--- config.mk ---
export PLATFORM = sky130hd
export DESIGN_NAME = inst_cache_flat
export DESIGN_NICKNAME = d
export VERILOG_FILES = /design/src/rtl/inst_cache_pkg.sv /design/src/rtl/inst_cache_if.sv /design/src/rtl/icache_array.sv /design/src/rtl/inst_cache.sv /design/src/flat_wrapper.sv
export SDC_FILE = /design/constraint.sdc
export NUM_CORES = 2
export LEC_CHECK = 0
export BUFFER_PORTS_ARGS = -buffer_cell sky130_fd_sc_hd__buf_2
export CORE_MARGIN = 1
export CORE_UTILIZATION = 49
export CTS_BUF_LIST = sky130_fd_sc_hd__clkbuf_8
export DETAILED_ROUTE_END_ITERATION = 8
export PLACE_DENSITY = 0.69
export SYNTH_ARGS = -nofsm -noshare
export SYNTH_HDL_FRONTEND = slang
export SYNTH_HIERARCHICAL = 1
export SYNTH_MEMORY_MAX_BITS = 65536
export SYNTH_SLANG_ARGS = --single-unit
--- constraint.sdc ---
create_clock -name clk -period 8.7 [get_ports clk]
set_clock_uncertainty 0.15 [all_clocks]
set_input_delay 0.435 -clock clk [delete_from_list [all_inputs] [get_ports clk]]
set_output_delay 0.435 -clock clk [all_outputs]
set_load 0.02 [all_outputs]
--- src/rtl/inst_cache_pkg.sv ---
// Shared geometry defaults and controller state encoding for the instruction cache.
package inst_cache_pkg;

    localparam int DEFAULT_LINE_COUNT = 32;
    localparam int DEFAULT_LINE_WORDS = 4;
    localparam int ADDR_W             = 32;
    localparam int WORD_W             = 32;

    typedef enum logic [1:0] {
        IDLE,
        LOOKUP,
        REFILL_REQ,
        REFILL_WAIT
    } state_t;

endpackage

--- src/rtl/inst_cache_if.sv ---
// Fetch request/response bundles shared between the instruction queue and the cache.
interface IRequest;
    logic        valid;
    logic        ready;
    logic [31:0] addr;

    modport cache (input valid, input addr, output ready);
    modport queue (output valid, output addr, input ready);
endinterface

interface IResponse;
    logic        valid;
    logic [31:0] addr;
    logic [31:0] inst;
    logic [63:0] inst_id;

    modport cache (output valid, output addr, output inst, output inst_id);
    modport queue (input valid, input addr, input inst, input inst_id);
endinterface

--- src/rtl/icache_array.sv ---
// Tag/valid/data storage: one combinational read port, one write port, bulk valid clear.
module icache_array
    import inst_cache_pkg::*;
#(
    parameter int LINE_COUNT = DEFAULT_LINE_COUNT,
    parameter int LINE_WORDS = DEFAULT_LINE_WORDS,
    parameter int TAG_W      = 23
) (
    input  logic                          clk,
    input  logic                          reset,
    input  logic                          flush,
    input  logic [$clog2(LINE_COUNT)-1:0] rd_index,
    input  logic [$clog2(LINE_WORDS)-1:0] rd_offset,
    output logic                          rd_valid,
    output logic [TAG_W-1:0]              rd_tag,
    output logic [WORD_W-1:0]             rd_data,
    input  logic                          data_we,
    input  logic                          tag_we,
    input  logic [$clog2(LINE_COUNT)-1:0] wr_index,
    input  logic [$clog2(LINE_WORDS)-1:0] wr_offset,
    input  logic [WORD_W-1:0]             wr_data,
    input  logic [TAG_W-1:0]              wr_tag,
    input  logic                          wr_valid
);

    logic [LINE_COUNT-1:0] valid_q;
    logic [TAG_W-1:0]      tag_mem  [LINE_COUNT];
    logic [WORD_W-1:0]     data_mem [LINE_COUNT*LINE_WORDS];

    // Flush wins over a same-cycle tag write so a refill finishing under flush stays invalid.
    always_ff @(posedge clk) begin
        if (reset || flush) begin
            valid_q <= '0;
        end else if (tag_we) begin
            valid_q[wr_index] <= wr_valid;
        end
    end

    // NOTE: tag and data arrays are deliberately not reset; the valid bits alone
    // qualify their contents, and a reset here would prevent RAM inference.
    always_ff @(posedge clk) begin
        if (tag_we) begin
            tag_mem[wr_index] <= wr_tag;
        end
        if (data_we) begin
            data_mem[{wr_index, wr_offset}] <= wr_data;
        end
    end

    assign rd_valid = valid_q[rd_index];
    assign rd_tag   = tag_mem[rd_index];
    assign rd_data  = data_mem[{rd_index, rd_offset}];

endmodule

--- src/rtl/inst_cache.sv ---
// Direct-mapped instruction cache: one-cycle hits, word-at-a-time line refill over a
// single-outstanding read bus, fence.i flush of all valid bits.
module inst_cache
    import inst_cache_pkg::*;
#(
    parameter int LINE_COUNT = DEFAULT_LINE_COUNT,
    parameter int LINE_WORDS = DEFAULT_LINE_WORDS
) (
    input  logic        clk,
    input  logic        reset,
    IRequest.cache      ireq,
    IResponse.cache     iresp,
    input  logic        flush,
    output logic        busreq_valid,
    input  logic        busreq_ready,
    output logic [31:0] busreq_addr,
    input  logic        busresp_valid,
    input  logic [31:0] busresp_data
);

    localparam int OFF_W = $clog2(LINE_WORDS);
    localparam int IDX_W = $clog2(LINE_COUNT);
    localparam int TAG_W = ADDR_W - IDX_W - OFF_W - 2;
    localparam logic [OFF_W-1:0] LAST_WORD = OFF_W'(LINE_WORDS - 1);

    state_t            state;
    logic [31:0]       addr_q;
    logic [OFF_W-1:0]  count;
    logic              refill_done;
    logic              refill_flushed;

    logic [OFF_W-1:0]  off;
    logic [IDX_W-1:0]  idx;
    logic [TAG_W-1:0]  tag;
    logic              rd_valid;
    logic [TAG_W-1:0]  rd_tag;
    logic [WORD_W-1:0] rd_data;
    logic              hit;
    logic              accept;
    logic              fill_beat;
    logic              fill_last;

    assign off = addr_q[OFF_W+1:2];
    assign idx = addr_q[OFF_W+IDX_W+1:OFF_W+2];
    assign tag = addr_q[31:OFF_W+IDX_W+2];

    // The first lookup after a refill answers from the freshly written data even if a
    // flush kept the line invalid; otherwise a flushed refill would loop forever.
    assign hit       = (state == LOOKUP) && (refill_done || (rd_valid && rd_tag == tag));
    assign accept    = ireq.valid && ireq.ready;
    assign fill_beat = (state == REFILL_WAIT) && busresp_valid;
    assign fill_last = fill_beat && (count == LAST_WORD);

    assign ireq.ready    = (state == IDLE) || hit;
    assign iresp.valid   = hit;
    assign iresp.addr    = addr_q;
    assign iresp.inst    = rd_data;
    assign iresp.inst_id = '0;

    // NOTE: all state here is sequential, so every assignment is non-blocking; a
    // blocking '=' would let later statements see the new value within the same edge.
    always_ff @(posedge clk) begin
        if (reset) begin
            state          <= IDLE;
            count          <= '0;
            busreq_valid   <= 1'b0;
            busreq_addr    <= '0;
            refill_done    <= 1'b0;
            refill_flushed <= 1'b0;
        end else begin
            refill_done <= 1'b0;
            case (state)
                IDLE: begin
                    if (accept) begin
                        addr_q <= ireq.addr;
                        state  <= LOOKUP;
                    end
                end
                LOOKUP: begin
                    if (hit) begin
                        if (ireq.valid) begin
                            addr_q <= ireq.addr;
                        end else begin
                            state <= IDLE;
                        end
                    end else begin
                        count          <= '0;
                        refill_flushed <= flush;
                        busreq_valid   <= 1'b1;
                        busreq_addr    <= {addr_q[31:OFF_W+2], {OFF_W{1'b0}}, 2'b00};
                        state          <= REFILL_REQ;
                    end
                end
                REFILL_REQ: begin
                    if (flush) begin
                        refill_flushed <= 1'b1;
                    end
                    if (busreq_ready) begin
                        busreq_valid <= 1'b0;
                        state        <= REFILL_WAIT;
                    end
                end
                REFILL_WAIT: begin
                    if (flush) begin
                        refill_flushed <= 1'b1;
                    end
                    if (busresp_valid) begin
                        if (count == LAST_WORD) begin
                            refill_done <= 1'b1;
                            state       <= LOOKUP;
                        end else begin
                            count        <= count + 1'b1;
                            busreq_valid <= 1'b1;
                            busreq_addr  <= {addr_q[31:OFF_W+2], count + 1'b1, 2'b00};
                            state        <= REFILL_REQ;
                        end
                    end
                end
                default: state <= IDLE;
            endcase
        end
    end

    icache_array #(
        .LINE_COUNT (LINE_COUNT),
        .LINE_WORDS (LINE_WORDS),
        .TAG_W      (TAG_W)
    ) u_array (
        .clk       (clk),
        .reset     (reset),
        .flush     (flush),
        .rd_index  (idx),
        .rd_offset (off),
        .rd_valid  (rd_valid),
        .rd_tag    (rd_tag),
        .rd_data   (rd_data),
        .data_we   (fill_beat),
        .tag_we    (fill_last),
        .wr_index  (idx),
        .wr_offset (count),
        .wr_data   (busresp_data),
        .wr_tag    (tag),
        .wr_valid  (~refill_flushed)
    );

endmodule
--- src/flat_wrapper.sv ---
// flat-port wrapper written by rule: the top's interface ports become plain ports
module inst_cache_flat import inst_cache_pkg::*;
#(
    parameter int LINE_COUNT = DEFAULT_LINE_COUNT,
    parameter int LINE_WORDS = DEFAULT_LINE_WORDS
)
  (clk, reset, flush, busreq_valid, busreq_ready, busreq_addr, busresp_valid, busresp_data, ireq_valid, ireq_addr, ireq_ready, iresp_valid, iresp_addr, iresp_inst, iresp_inst_id);
  IRequest ireq_i ();
  IResponse iresp_i ();
  input  logic clk;
  input  logic reset;
  input  logic flush;
  output logic busreq_valid;
  input  logic busreq_ready;
  output logic [31:0] busreq_addr;
  input  logic busresp_valid;
  input  logic [31:0] busresp_data;
  input wire logic [$bits(ireq_i.valid)-1:0] ireq_valid;
  input wire logic [$bits(ireq_i.addr)-1:0] ireq_addr;
  output wire logic [$bits(ireq_i.ready)-1:0] ireq_ready;
  output wire logic [$bits(iresp_i.valid)-1:0] iresp_valid;
  output wire logic [$bits(iresp_i.addr)-1:0] iresp_addr;
  output wire logic [$bits(iresp_i.inst)-1:0] iresp_inst;
  output wire logic [$bits(iresp_i.inst_id)-1:0] iresp_inst_id;
  assign ireq_i.valid = ireq_valid;
  assign ireq_i.addr = ireq_addr;
  assign ireq_ready = ireq_i.ready;
  assign iresp_valid = iresp_i.valid;
  assign iresp_addr = iresp_i.addr;
  assign iresp_inst = iresp_i.inst;
  assign iresp_inst_id = iresp_i.inst_id;
  inst_cache #(.LINE_COUNT(LINE_COUNT), .LINE_WORDS(LINE_WORDS)) u_core (.clk(clk), .reset(reset), .ireq(ireq_i), .iresp(iresp_i), .flush(flush), .busreq_valid(busreq_valid), .busreq_ready(busreq_ready), .busreq_addr(busreq_addr), .busresp_valid(busresp_valid), .busresp_data(busresp_data));
endmodule
==> flow_summary_export.csv <==
group,metric,value,unit
global_routing,grt_overflow,0,
power_and_ir_drop,ir_drop,151,uV
worst_setup_path,start_kind,"flop",
clock_tree,cts_max_path_buffers,4,
placement,dp_slack,2550,ps
timing,rsz0062_at_grt,"false",
clock_tree,clk_pin_slew,60,ps
floorplan,core_area,0.382,mm2
worst_setup_path,arrival,6350,ps
global_routing,grt_usage,0.241,
cells_and_area,design_area,0.212,mm2
timing,maxSlewHeadroom,0.0889,
global_routing,antenna_found_initial,40,
floorplan,die_area,0.387,mm2
routing,drtIter0Drc,11400,
power_and_ir_drop,p_sw_frac,0.226,
timing,slew_viol_final,0,
routing,drc,0,
routing,drt_wl_total,469000,um
placement,port_buffers,166,
status,status,"finished clean",
clock_tree,hold_buffers,112,
floorplan,start_util,0.492,
synth,syn_inst,7485,
worst_setup_path,ff2ff_setup_slack,2430,ps
clock_tree,post_cts_buffers,0,
global_routing,grt_first_pass_wirelength,661000,um
timing,finalCriticalPeriod,6930,ps
placement,dp_cells,12600,
routing,via_count,88400,
clock_tree,clk_latency,1270,ps
cells_and_area,area_growth_syn_to_layout,12.8,%
cells_and_area,drive_above_1_share,0.355,
timing,fin_crit_sh,0.797,
timing,setup_viol,0,
power_and_ir_drop,clkPwrFrac,0.383,
routing,first_pass_iters,5,
synth,syn_avg_cell_area,25.2,um2
global_routing,grt_max_degree,178,
clock_tree,root_buffer,"clkbuf_8",
power_and_ir_drop,power.share.combinational,0.050,
worst_setup_path,end_kind,"primary output",
timing,tightest_slew,1370,ps
routing,wl_per_cell,33.3,um
floorplan,row_count,227,
synth,synth-edff-count,4864,
timing,fin_ws,1770,ps
timing,tns,0,ps
synth,syn_area,0.188,mm2
worst_setup_path,required,8120,ps
power_and_ir_drop,p_per_area,217,mW/mm2
routing,antenna_left,0,
synth,ys_ff_latch,4931,
placement,place_hpwl,248000,um
power_and_ir_drop,p_total,46.1,mW
routing,vias_per_cell,6.28,
floorplan,io_pins,233,
timing,max_freq,144,MHz
job,max_cap_violations,0,
cells_and_area,final_cells,14100,
clock_tree,cts_inserted_buffers,756,
placement,placed_area,0.197,mm2
synth,ys_seq_area_frac,0.783,
synth,async_reset_ff_frac,0,
synth,yosysWarnings,6,
clock_tree,numClockSinks,4931,
floorplan,die_x,622,um
clock_tree,h-tree-depth,6,
worst_setup_path,path_class,"reg -> out",
cells_and_area,finalNetCount,8476,
power_and_ir_drop,p_sw,10.4,mW
worst_setup_path,cp_max_fo,103,
power_and_ir_drop,p_seq_frac,0.567,
synth,synth_ff_type,"edfxtp_1",
placement,place.gp.congestion,0.806,
power_and_ir_drop,power_leakage,66.2,nW
global_routing,grt_pass1_vias,89400,
hold_path,hold_class,"in -> reg",
clock_tree,post_cts_resized,0,
synth,synth.distinct_cells,38,
clock_tree,cts_tree,"built",
power_and_ir_drop,p_int,35.7,mW
floorplan,die_y,622,um
timing,finalHoldViolCount,0,
## worst max-delay path: stages (launching register included)
cell and delay [ps]:
edfxtp_1 470, buf_12 650, buf_4 850, buf_4 800, mux4_2 720, mux4_2 760
mux2_2 400, buf_2 170
## per-stage QoR
stage	utilization	hold WS (ps)
3_3_place_gp	0.516	307
2_1_floorplan	-	300
4_1_cts	0.555	0.660
5_1_grt	0.555	91.9
3_5_place_dp	0.516	314
6_report	0.555	113
## path summary, 6_finish.rpt
kind / start / endpoint / cells past startpoint
worst max-delay path: u_core/iresp.addr[4]$_DFFE_PP_ / iresp_inst[21] / 7
worst min-delay path: busresp_data[15] / u_core/u_array/data_mem[28][15]$_DFFE_PP_ / 2
worst max register to register: u_core/iresp.addr[4]$_DFFE_PP_ / u_core/iresp.addr[22]$_DFFE_PP_ / 12
worst min register to register: u_core/u_array/valid_q[6]$_SDFFE_PP0P_ / u_core/u_array/valid_q[6]$_SDFFE_PP0P_ / 2
## Yosys cell counts (8+ instances only)
cell type,number,area [um2]
edfxtp_1,4864,146000
buf_1,82,308
mux4_2,1584,35700
mux2i_1,30,300
buf_2,71,355
buf_4,67,503
a21oi_1,35,175
clkbuf_1,252,946
mux2_2,56,631
o21ai_0,34,170
nand2b_1,60,375
dfxtp_1,67,1340
xnor2_1,23,201
nand2_1,37,139
nand4_1,8,50.1
nor2_1,165,619
## power by group through the flow
stage,Clock (mW),Combinational (mW),Sequential (mW)
after global placement,0,2.21,26.6
after detailed placement,0,2.26,26.6
after floorplan,0,1.24,26.7
final,17.7,2.30,26.1
after CTS,18.0,2.31,26.1
after global routing,19.0,2.41,26.1
## cell families after synthesis
kind of cell | count (synthesis) | synth area share
fa+ha+maj | 1 | 0.0000664
simple gates | 303 | 0.00770
other cells | 1 | 0.0000199
compound gates | 75 | 0.00218
flops | 4931 | 0.783
xor+xnor | 23 | 0.00107
buf+inv | 481 | 0.0116
mux | 1670 | 0.194
## per-layer routing
metal  track usage  vias up  wire (um)
met3        0.0555      757      52700
li1              -    34500          -
met2         0.377     5283     223000
met1         0.341    47900     178000
met4        0.0801       14      14400
met5             0        -         89
## layout by cell type (no fill, tap or decap), types with 9 or more instances in the layout
cell type	count
edfxtp_1	4864
mux4_2	1584
clkbuf_8	761
buf_4	305
inv_1	237
clkinv_1	203
nor2_4	160
buf_2	134
dlygate4sd3_1	112
clkinv_2	79
dfxtp_1	67
conb_1	66
nand2b_1	59
mux2_2	56
diode_2	53
a21oi_1	35
o21ai_0	34
nand2_1	33
mux2i_1	30
buf_12	23
xnor2_1	23
inv_12	20
bufinv_16	13
inv_16	10
clkinv_8	9
## final cells by class
class                           instances  area [um2]
Clock inverter                        587        3300
Sequential cell                      4931      147000
Antenna cell                           53         133
Multi-Input combinational cell       2138       40200
Clock buffer                          761       10500
Fill cell                           27400      170000
Inverter                                4        15.0
Tap cell                             5038        6300
Timing Repair Buffer                  574        4540
## sequential cells by signal (all words and copies together) (netlist names)
register,count
u_core/refill_flushed,1
u_core/state,2
u_core/count,1
u_core/busreq_addr,29
u_core/u_array/tag_mem,736
u_core/u_array/data_mem,4096
u_core/u_array/valid_q,32
u_core/iresp.addr,32
u_core/refill_done,1
u_core/busreq_valid,1
(Power assumes the default switching activity.)
